### src/rtl/fir_pkg.sv
// Widths and the requantise/saturate helper shared by the FIR stage and its output stage.
package fir_pkg;

   localparam int FIR_OUT_W = 32;
   localparam int SAMPLE_W  = 16;
   localparam int REQ_W     = FIR_OUT_W + 1;

   typedef struct packed {
      logic                       clip;
      logic signed [SAMPLE_W-1:0] data;
   } req_t;

   // Round half toward +inf, drop 'shift' LSBs, clamp to SAMPLE_W. One guard bit keeps the add from wrapping.
   function automatic req_t requant(input logic signed [FIR_OUT_W-1:0] x, input int unsigned shift);
      logic signed [REQ_W-1:0] wide;
      logic signed [REQ_W-1:0] bias;
      logic signed [REQ_W-1:0] r;
      logic signed [REQ_W-1:0] max_v;
      logic signed [REQ_W-1:0] min_v;
      req_t                    res;
      wide    = {x[FIR_OUT_W-1], x};
      bias    = '0;
      bias[0] = 1'b1;
      bias    = bias << (shift - 1);
      r       = (wide + bias) >>> shift;
      max_v   = {{(REQ_W-SAMPLE_W+1){1'b0}}, {(SAMPLE_W-1){1'b1}}};
      min_v   = {{(REQ_W-SAMPLE_W+1){1'b1}}, {(SAMPLE_W-1){1'b0}}};
      res.clip = (r > max_v) || (r < min_v);
      if (r > max_v)      res.data = max_v[SAMPLE_W-1:0];
      else if (r < min_v) res.data = min_v[SAMPLE_W-1:0];
      else                res.data = r[SAMPLE_W-1:0];
      return res;
   endfunction

endpackage

### src/rtl/sync_fifo.sv
// Show-ahead synchronous FIFO; a push into a full FIFO is accepted only alongside a pop.
module sync_fifo #(
   parameter int W     = 16,
   parameter int DEPTH = 8
) (
   input  logic         clk,
   input  logic         rst,
   input  logic         push,
   input  logic         pop,
   input  logic [W-1:0] din,
   output logic [W-1:0] dout,
   output logic         full,
   output logic         empty
);

   localparam int AW = $clog2(DEPTH);

   logic [AW:0]  wr_ptr;
   logic [AW:0]  rd_ptr;
   logic [W-1:0] mem [DEPTH];
   logic         wr_en;
   logic         rd_en;

   assign empty = (wr_ptr == rd_ptr);
   assign full  = (wr_ptr[AW] != rd_ptr[AW]) && (wr_ptr[AW-1:0] == rd_ptr[AW-1:0]);
   assign wr_en = push && (!full || pop);
   assign rd_en = pop && !empty;
   assign dout  = empty ? '0 : mem[rd_ptr[AW-1:0]];

   always_ff @(posedge clk or negedge rst) begin
      if (!rst) begin
         wr_ptr <= '0;
         rd_ptr <= '0;
      end else begin
         if (wr_en) wr_ptr <= wr_ptr + 1'b1;
         if (rd_en) rd_ptr <= rd_ptr + 1'b1;
      end
   end

   // NOTE: storage has no reset; empty gates dout, so stale contents are never visible.
   always_ff @(posedge clk) begin
      if (wr_en) mem[wr_ptr[AW-1:0]] <= din;
   end

endmodule

### src/rtl/fir_decim_requant.sv
// FIR output stage: decimate, requantise/saturate, buffer, valid/ready out.
// Optional DROP_CNT_EN adds a saturating count of samples dropped on a full FIFO.
module fir_decim_requant
   import fir_pkg::*;
#(
   parameter int DATA_IN_W  = FIR_OUT_W,
   parameter int DATA_OUT_W = SAMPLE_W,
   parameter int DECIM      = 4,
   parameter int SHIFT      = 10,
   parameter int FIFO_DEPTH = 8
) (
   input  logic                  clk,
   input  logic                  rst,
   input  logic                  in_valid,
   input  logic [DATA_IN_W-1:0]  in_data,
   input  logic                  clear,
   output logic                  out_valid,
   input  logic                  out_ready,
   output logic [DATA_OUT_W-1:0] out_data,
   output logic                  sat,
   output logic                  overflow
`ifdef DROP_CNT_EN
   ,
   output logic [15:0]           drop_cnt
`endif
);

   localparam int PH_W = (DECIM > 1) ? $clog2(DECIM) : 1;

   logic [PH_W-1:0]       phase;
   logic                  keep;
   req_t                  req;
   logic                  s1_valid;
   logic [DATA_OUT_W-1:0] s1_data;
   logic                  full;
   logic                  empty;
   logic                  pop;
   logic                  drop;

   assign keep = in_valid && (phase == '0);
   assign req  = requant(in_data, SHIFT);

   // NOTE: sequential state uses non-blocking assignments so every register samples pre-edge values.
   always_ff @(posedge clk or negedge rst) begin
      if (!rst) begin
         phase <= '0;
      end else if (in_valid) begin
         phase <= (phase == PH_W'(DECIM - 1)) ? '0 : phase + 1'b1;
      end
   end

   always_ff @(posedge clk or negedge rst) begin
      if (!rst) begin
         s1_valid <= 1'b0;
         s1_data  <= '0;
      end else begin
         s1_valid <= keep;
         if (keep) s1_data <= req.data;
      end
   end

   assign out_valid = !empty;
   assign pop       = out_valid && out_ready;
   assign drop      = s1_valid && full && !pop;

   sync_fifo #(
      .W     (DATA_OUT_W),
      .DEPTH (FIFO_DEPTH)
   ) u_fifo (
      .clk   (clk),
      .rst   (rst),
      .push  (s1_valid),
      .pop   (pop),
      .din   (s1_data),
      .dout  (out_data),
      .full  (full),
      .empty (empty)
   );

   // Sticky flags: a new event in the same cycle as clear takes priority.
   always_ff @(posedge clk or negedge rst) begin
      if (!rst) begin
         sat      <= 1'b0;
         overflow <= 1'b0;
      end else begin
         if (keep && req.clip) sat <= 1'b1;
         else if (clear)       sat <= 1'b0;
         if (drop)             overflow <= 1'b1;
         else if (clear)       overflow <= 1'b0;
      end
   end

`ifdef DROP_CNT_EN
   always_ff @(posedge clk or negedge rst) begin
      if (!rst) begin
         drop_cnt <= '0;
      end else if (clear) begin
         drop_cnt <= drop ? 16'd1 : 16'd0;
      end else if (drop && (drop_cnt != 16'hFFFF)) begin
         drop_cnt <= drop_cnt + 16'd1;
      end
   end
`endif

endmodule

### config.mk
export PLATFORM = sky130hd
export DESIGN_NAME = fir_decim_requant
export DESIGN_NICKNAME = d
export VERILOG_FILES = /design/src/rtl/fir_pkg.sv /design/src/rtl/sync_fifo.sv /design/src/rtl/fir_decim_requant.sv
export SDC_FILE = /design/constraint.sdc
export NUM_CORES = 1
export LEC_CHECK = 0
export ABC_AREA = 1
export CAP_MARGIN = 10
export CORE_UTILIZATION = 50
export DETAILED_ROUTE_END_ITERATION = 6
export HOLD_SLACK_MARGIN = 0.08
export PLACE_DENSITY = 0.72
export SYNTH_ARGS = -nofsm -noshare
export SYNTH_HDL_FRONTEND = slang
export SYNTH_SLANG_ARGS = --single-unit
export TNS_END_PERCENT = 10
### constraint.sdc
create_clock -name clk -period 3 [get_ports clk]
set_input_delay 0.75 -clock clk [delete_from_list [all_inputs] [get_ports clk]]
set_output_delay 0.75 -clock clk [all_outputs]
set_load 0.01 [all_outputs]
======== Word level (Yosys, flattened, before mapping) ========
Memory sizes are Yosys's and may differ from the RTL's.
Cells that the tools add are included.
cells by class
  add/subtract/negate cells ............... 4
  $lt $le $gt $ge ......................... 2
  equal/unequal tests ..................... 4
  mux-type cells .......................... 9
  reduce and logical (&&, ||, !) cells .... 16
operators by type and width
  kind                                                                             number
  16-bit two-way mux                                                               3
  32-bit by 11-bit adder with 33-bit output (second input constant)                1
  23-bit by 16-bit > comparator with 1-bit output (second input constant)          1
  23-bit by 16-bit less-than comparator with 1-bit output (second input constant)  1
  4-bit by 1-bit adder with 4-bit output (second input constant)                   2
  1-bit logical AND                                                                8
  1-bit two-way mux                                                                5
  4-bit == test                                                                    1
  2-bit nonzero test                                                               2
  3-bit == test                                                                    1
  1-bit logical NOT                                                                3
  2-bit by 1-bit adder with 2-bit output (second input constant)                   1
  2-bit == test (second input constant)                                            1
  2-bit logical NOT                                                                1
  1-bit logical OR                                                                 2
  2-bit two-way mux                                                                1
  1-bit inequality test                                                            1
storage, ports and cells
  flip-flop bits (word level) ............. 29
  bits in writable memories ............... 128
  bits of input ports ..................... 37
  output and inout bits ................... 19
  logic and storage cells ................. 43
  memories ................................ 1
memories
  memory      depth  bits a word  rd ports  clocked after memory_dff  write ports  RTL line         text
  u_fifo.mem  8      16           1         0                         1            sync_fifo.sv:20  logic [W-1:0] mem [DEPTH];

======== Logic depth before layout (Yosys ltp) ========
  depth after elaboration ................. 7
  depth in mapped cells ................... 17

======== Modules after synthesis ========
From an unflattened synthesis, not the netlist that was laid out.
unflattened totals
  cell total of the unflattened synthesis .. 719
  area total of the unflattened synthesis .. 7278.2 µm²
modules (own cells, without submodules)
  module             times used  cells an instance  area an instance (µm²)
  sync_fifo          1           460                5634.2
  fir_decim_requant  1           259                1644.1

======== Worst setup path before layout ========
OpenSTA, ideal clock, no wires.
  path type ............................... reg-to-reg
  from .................................... register u_fifo.rd_ptr[1]
  to ...................................... memory u_fifo.mem[6][0], enable pin
  arrival ................................. 2.548 ns
  required time ........................... 2.591 ns
  setup slack ............................. 0.042 ns
  stages on the path, launching flop included .. 10
  path buffers ............................ 1
  cell sequence ........................... dfrtp_1 > buf_2 > xor2_1 > a21oi_1 > nand2_2 > nand2_1 > nand4_1 > nand2_1 > or2_2 > nor3_1
on the way
  word-level cells in the longest chain between the ends .. 7
  elaborated cells on any way between the ends .. 10
  classes of those cells .................. eq/ne: 2; mux: 2; reduce/logical: 6
RTL lines
  what                                                    RTL line                                  text
  from (decl)                                             sync_fifo.sv:19                           logic [AW:0] rd_ptr;
  from (signal assigned)                                  sync_fifo.sv:36                           if (rd_en) rd_ptr <= rd_ptr + 1'b1;
  4-bit == test or 3-bit == test (tied branches)          sync_fifo.sv:24, sync_fifo.sv:25
  1-bit logical NOT or 1-bit logical AND (tied branches)  fir_decim_requant.sv:62, sync_fifo.sv:25
  1-bit logical AND or 1-bit logical NOT (tied branches)  fir_decim_requant.sv:63, sync_fifo.sv:26
  1-bit logical OR (*)                                    sync_fifo.sv:26                           assign wr_en = push && (!full || pop);
  1-bit logical AND (*)                                   sync_fifo.sv:26
  1-bit two-way mux (*)                                   sync_fifo.sv:42                           if (wr_en) mem[wr_ptr[AW-1:0]] <= din;
  1-bit two-way mux (implied by the code) (*)             sync_fifo.sv:42
  to (decl)                                               sync_fifo.sv:20
Every way passes the cells marked *; elsewhere a longest branch is shown, timed or not.

======== Worst setup path in the final report ========
  from .................................... register u_fifo.rd_ptr[0]
  to ...................................... output port out_data[5]
on the way
  word-level cells in the longest chain between the ends .. 2
  elaborated cells on any way between the ends .. 3
  classes of those cells .................. eq/ne: 1; mux: 1; memory: 1
RTL lines
  what                                                RTL line                 text
  memory 8 x 16 bit or 4-bit == test (tied branches)  -
  16-bit two-way mux (*)                              sync_fifo.sv:28          assign dout = empty ? '0 : mem[rd_ptr[AW-1:0]];
  to (decl)                                           fir_decim_requant.sv:19  output logic [DATA_OUT_W-1:0] out_data,
Marked as above.

==> qor.yml <==
cp_cell_sequence: "or2_1, a21oi_4, nand2_4, o21ai_0, a31oi_1, clkdlybuf4s50_1"
worst_pin_slew_ns: 0.6640
drt-vias-per-instance: 5.461
fin_crit_sh: 1.017
initial_antenna_violation_count: 0
drtAntennaViolNets: 0
netlist_instances: 688
regToRegSetupSlack_ns: 0.52
grt.overflow.total: 0
cts_buffer_depth: 2
multi_input_area_mm2: 0.002237
min_path_cells: 1
synth_cell_types: 31
clock_skew_ns: 0.004836
final_layout_size_suffix_gt1_frac: 0.1152
postCtsHoldBufs: 0
worst_setup_hold_path_clk_slew_ns: 0.06
placement.setup.worst_slack_ns: 0.04072
drt-initial-drc-count: 536
clock_sinks: 157
max_freq_mhz: 327.9
worst_setup_path_startpoint: "u_fifo.rd_ptr[0]"
fill_cells: 1078
floorplan.die.height_um: 120.7
clock_tree.htree_level_count: 4
wire_length_of_the_first_global_routing_pass_um: 25790
utilization: 0.6176
dr.pass1.iters: 6
worstPathArrival_ns: 2.30
core_area_mm2: 0.01383
horizontal_extent_of_the_die_um: 120.7
layout.cells.most_common: "nand2_1"
post_dp_cell_area_mm2: 0.007805
dr_total_vias: 5155
register_area_mm2: 0.004573
ys_warn_count: 0
rr_startpoint: "u_fifo.wr_ptr[1]"
synth_largest_area_cell: "edfxtp_1"
total_power_mw: 8.416
setup.worst_path.start_class: "register"
outcome: "finished with violations"
whs_endpoint: "u_fifo.wr_ptr[3]"
postLayoutCellArea_mm2: 0.008539
power.ir.vdd_worst_mv: 0.4781
yosys_register_bits: 157
worstSetupPathType: "register to output pin"
finalNetCount: 793
instances_no_fill: 944
synth_top_area_frac: 0.5455
wl_per_cell_um: 17.19
power-per-cell-area_mw_per_mm2: 985.6
required_ns: 2.25
synth_sequential_area_ratio: 0.6484
finalHoldViolations: 0
synth_area_mm2: 0.007047
worst_r2r_endpoint: "u_fifo.mem[5][2]"
largest_net_degree_at_the_start_of_global_routing: 35
numCtsBuffers: 17
ioPinCount: 56
timing.critical_path.fanout_max: 8
clock_insertion_delay_worst_skew_ns: 0.41
finalMaxSlewViolations: 0
violations: "negative setup slack"
design.die.area_mm2: 0.01457
layout.cells.most_common_list: "nand2_1, edfxtp_1, nor2_1"
n_antenna_cell: 0
reg2reg_depth: 10
hold_path_class: "register to register"
drv_cap: 0
setup.worst_path.end_class: "output pin"
count_of_final_setup_violators: 1
avgSynthCellArea_um2: 10.24
grt_pass1_vias: 5185
hold_start: "u_fifo.wr_ptr[3]"
p_leak_nw: 3.335
cp_slowest_stage_delay_ns: 0.49
dp_hpwl_um: 9994
initial_utilization: 0.5096
fin_ws_ns: -0.04962
drt_wl_total_um: 16220
place_congestion: 0.7963
drc: 0
rows: 43
final_period_minus_worst_setup_slack_ns: 3.050
grt_util_all_layers: 0.2347
dpl.cell_count: 906
yosys-top-cells-area: "edfxtp_1, dfrtp_1, nand2_1"
number_of_buffers_inserted_by_port_buffering: 46
tritoncts_clock_tree: "built"
cts.root.buffer_cell: "clkbuf_16"
timing.slew.headroom: 0.5559
slowest_stage: "clkdlybuf4s50_1"
rsz0062_at_grt: "true"
syn_nets: 730
area_growth_pct: 21.18
[worst max-delay path by stage]
stage,endpoint,slack (ns),cells past startpoint
global placement,sat,0.11,15
floorplan,u_fifo.mem[6][0],0.04,9
global route,out_data[5],-0.11,7
detailed placement,s1_data[8],0.04,15
finish,out_data[5],-0.05,6
CTS,out_data[9],-0.14,7
[sequential cells by signal (all words and copies together), names as in the netlist]
name	cells
overflow	1
phase	2
s1_data	16
s1_valid	1
sat	1
u_fifo.mem	128
u_fifo.rd_ptr	4
u_fifo.wr_ptr	4
[what timing repair did]
item                       in CTS  in global routing
gates resized for setup        22                  9
buffers inserted                3                  0
gates cloned                    2                  1
setup endpoints to repair      16                  6
pin swaps                       2                  1
[through the flow]
stage               setup TNS (ns)  hold WS [ns]
finish                    -0.04962        0.4822
global placement                 0        0.4751
CTS                        -0.1970        0.4884
global route               -0.1063        0.5183
floorplan                        0        0.4544
detailed placement               0        0.4769
[synthesized netlist by cell type, drive strengths merged]
master	count
a21oi	1
dfrtp	29
inv	39
ha	5
xnor2	7
xor2	14
edfxtp	128
a31oi	16
buf	6
nand2	156
nand3b	1
o21ai	88
clkinv	2
nor3	2
nor2	133
nand3	15
o21bai	1
or2	2
o22ai	16
clkbuf	23
nand4	4
[worst max-delay path, delay by kind of cell (launching register included)]
kind,cells,cell delay (ns)
AO/OA/AOI/OAI,3,0.50
buffers and inverters,1,0.49
flip-flops,1,0.46
AND/OR/NAND/NOR,2,0.45
[layer usage]
| layer | GRT usage | share of wire | vias up |
|---|---|---|---|
| met5 | 0 | 0 | - |
| met4 | 0.08256 | 0.020 | 0 |
| met3 | 0.04245 | 0.070 | 28 |
| met2 | 0.4203 | 0.52 | 225 |
| met1 | 0.2832 | 0.39 | 2438 |
| li1 | - | - | 2464 |
[power by group]
group	switching (mW)	internal, mW	leakage, nW
clock network	0.805	1.33	0.291
registers	0.418	2.96	1.51
logic	1.73	1.17	1.53
total	2.96	5.46	3.33
[kinds of logic after synthesis]
family	after synthesis	share of synthesized area
fa+ha+maj	5	0.008878
compound gates	122	0.09269
xor+xnor	21	0.02610
flops	157	0.6484
simple gates	313	0.1838
buf+inv	70	0.04013
[final cells by class]
type	instances	area share
Sequential cell	157	0.5355
Multi-Input combinational cell	462	0.2620
Timing Repair Buffer	72	0.08850
Clock buffer	21	0.05275
Tap cell	180	0.02637
Inverter	41	0.01802
Clock inverter	11	0.01685
Power figures use the tool's default switching activity.
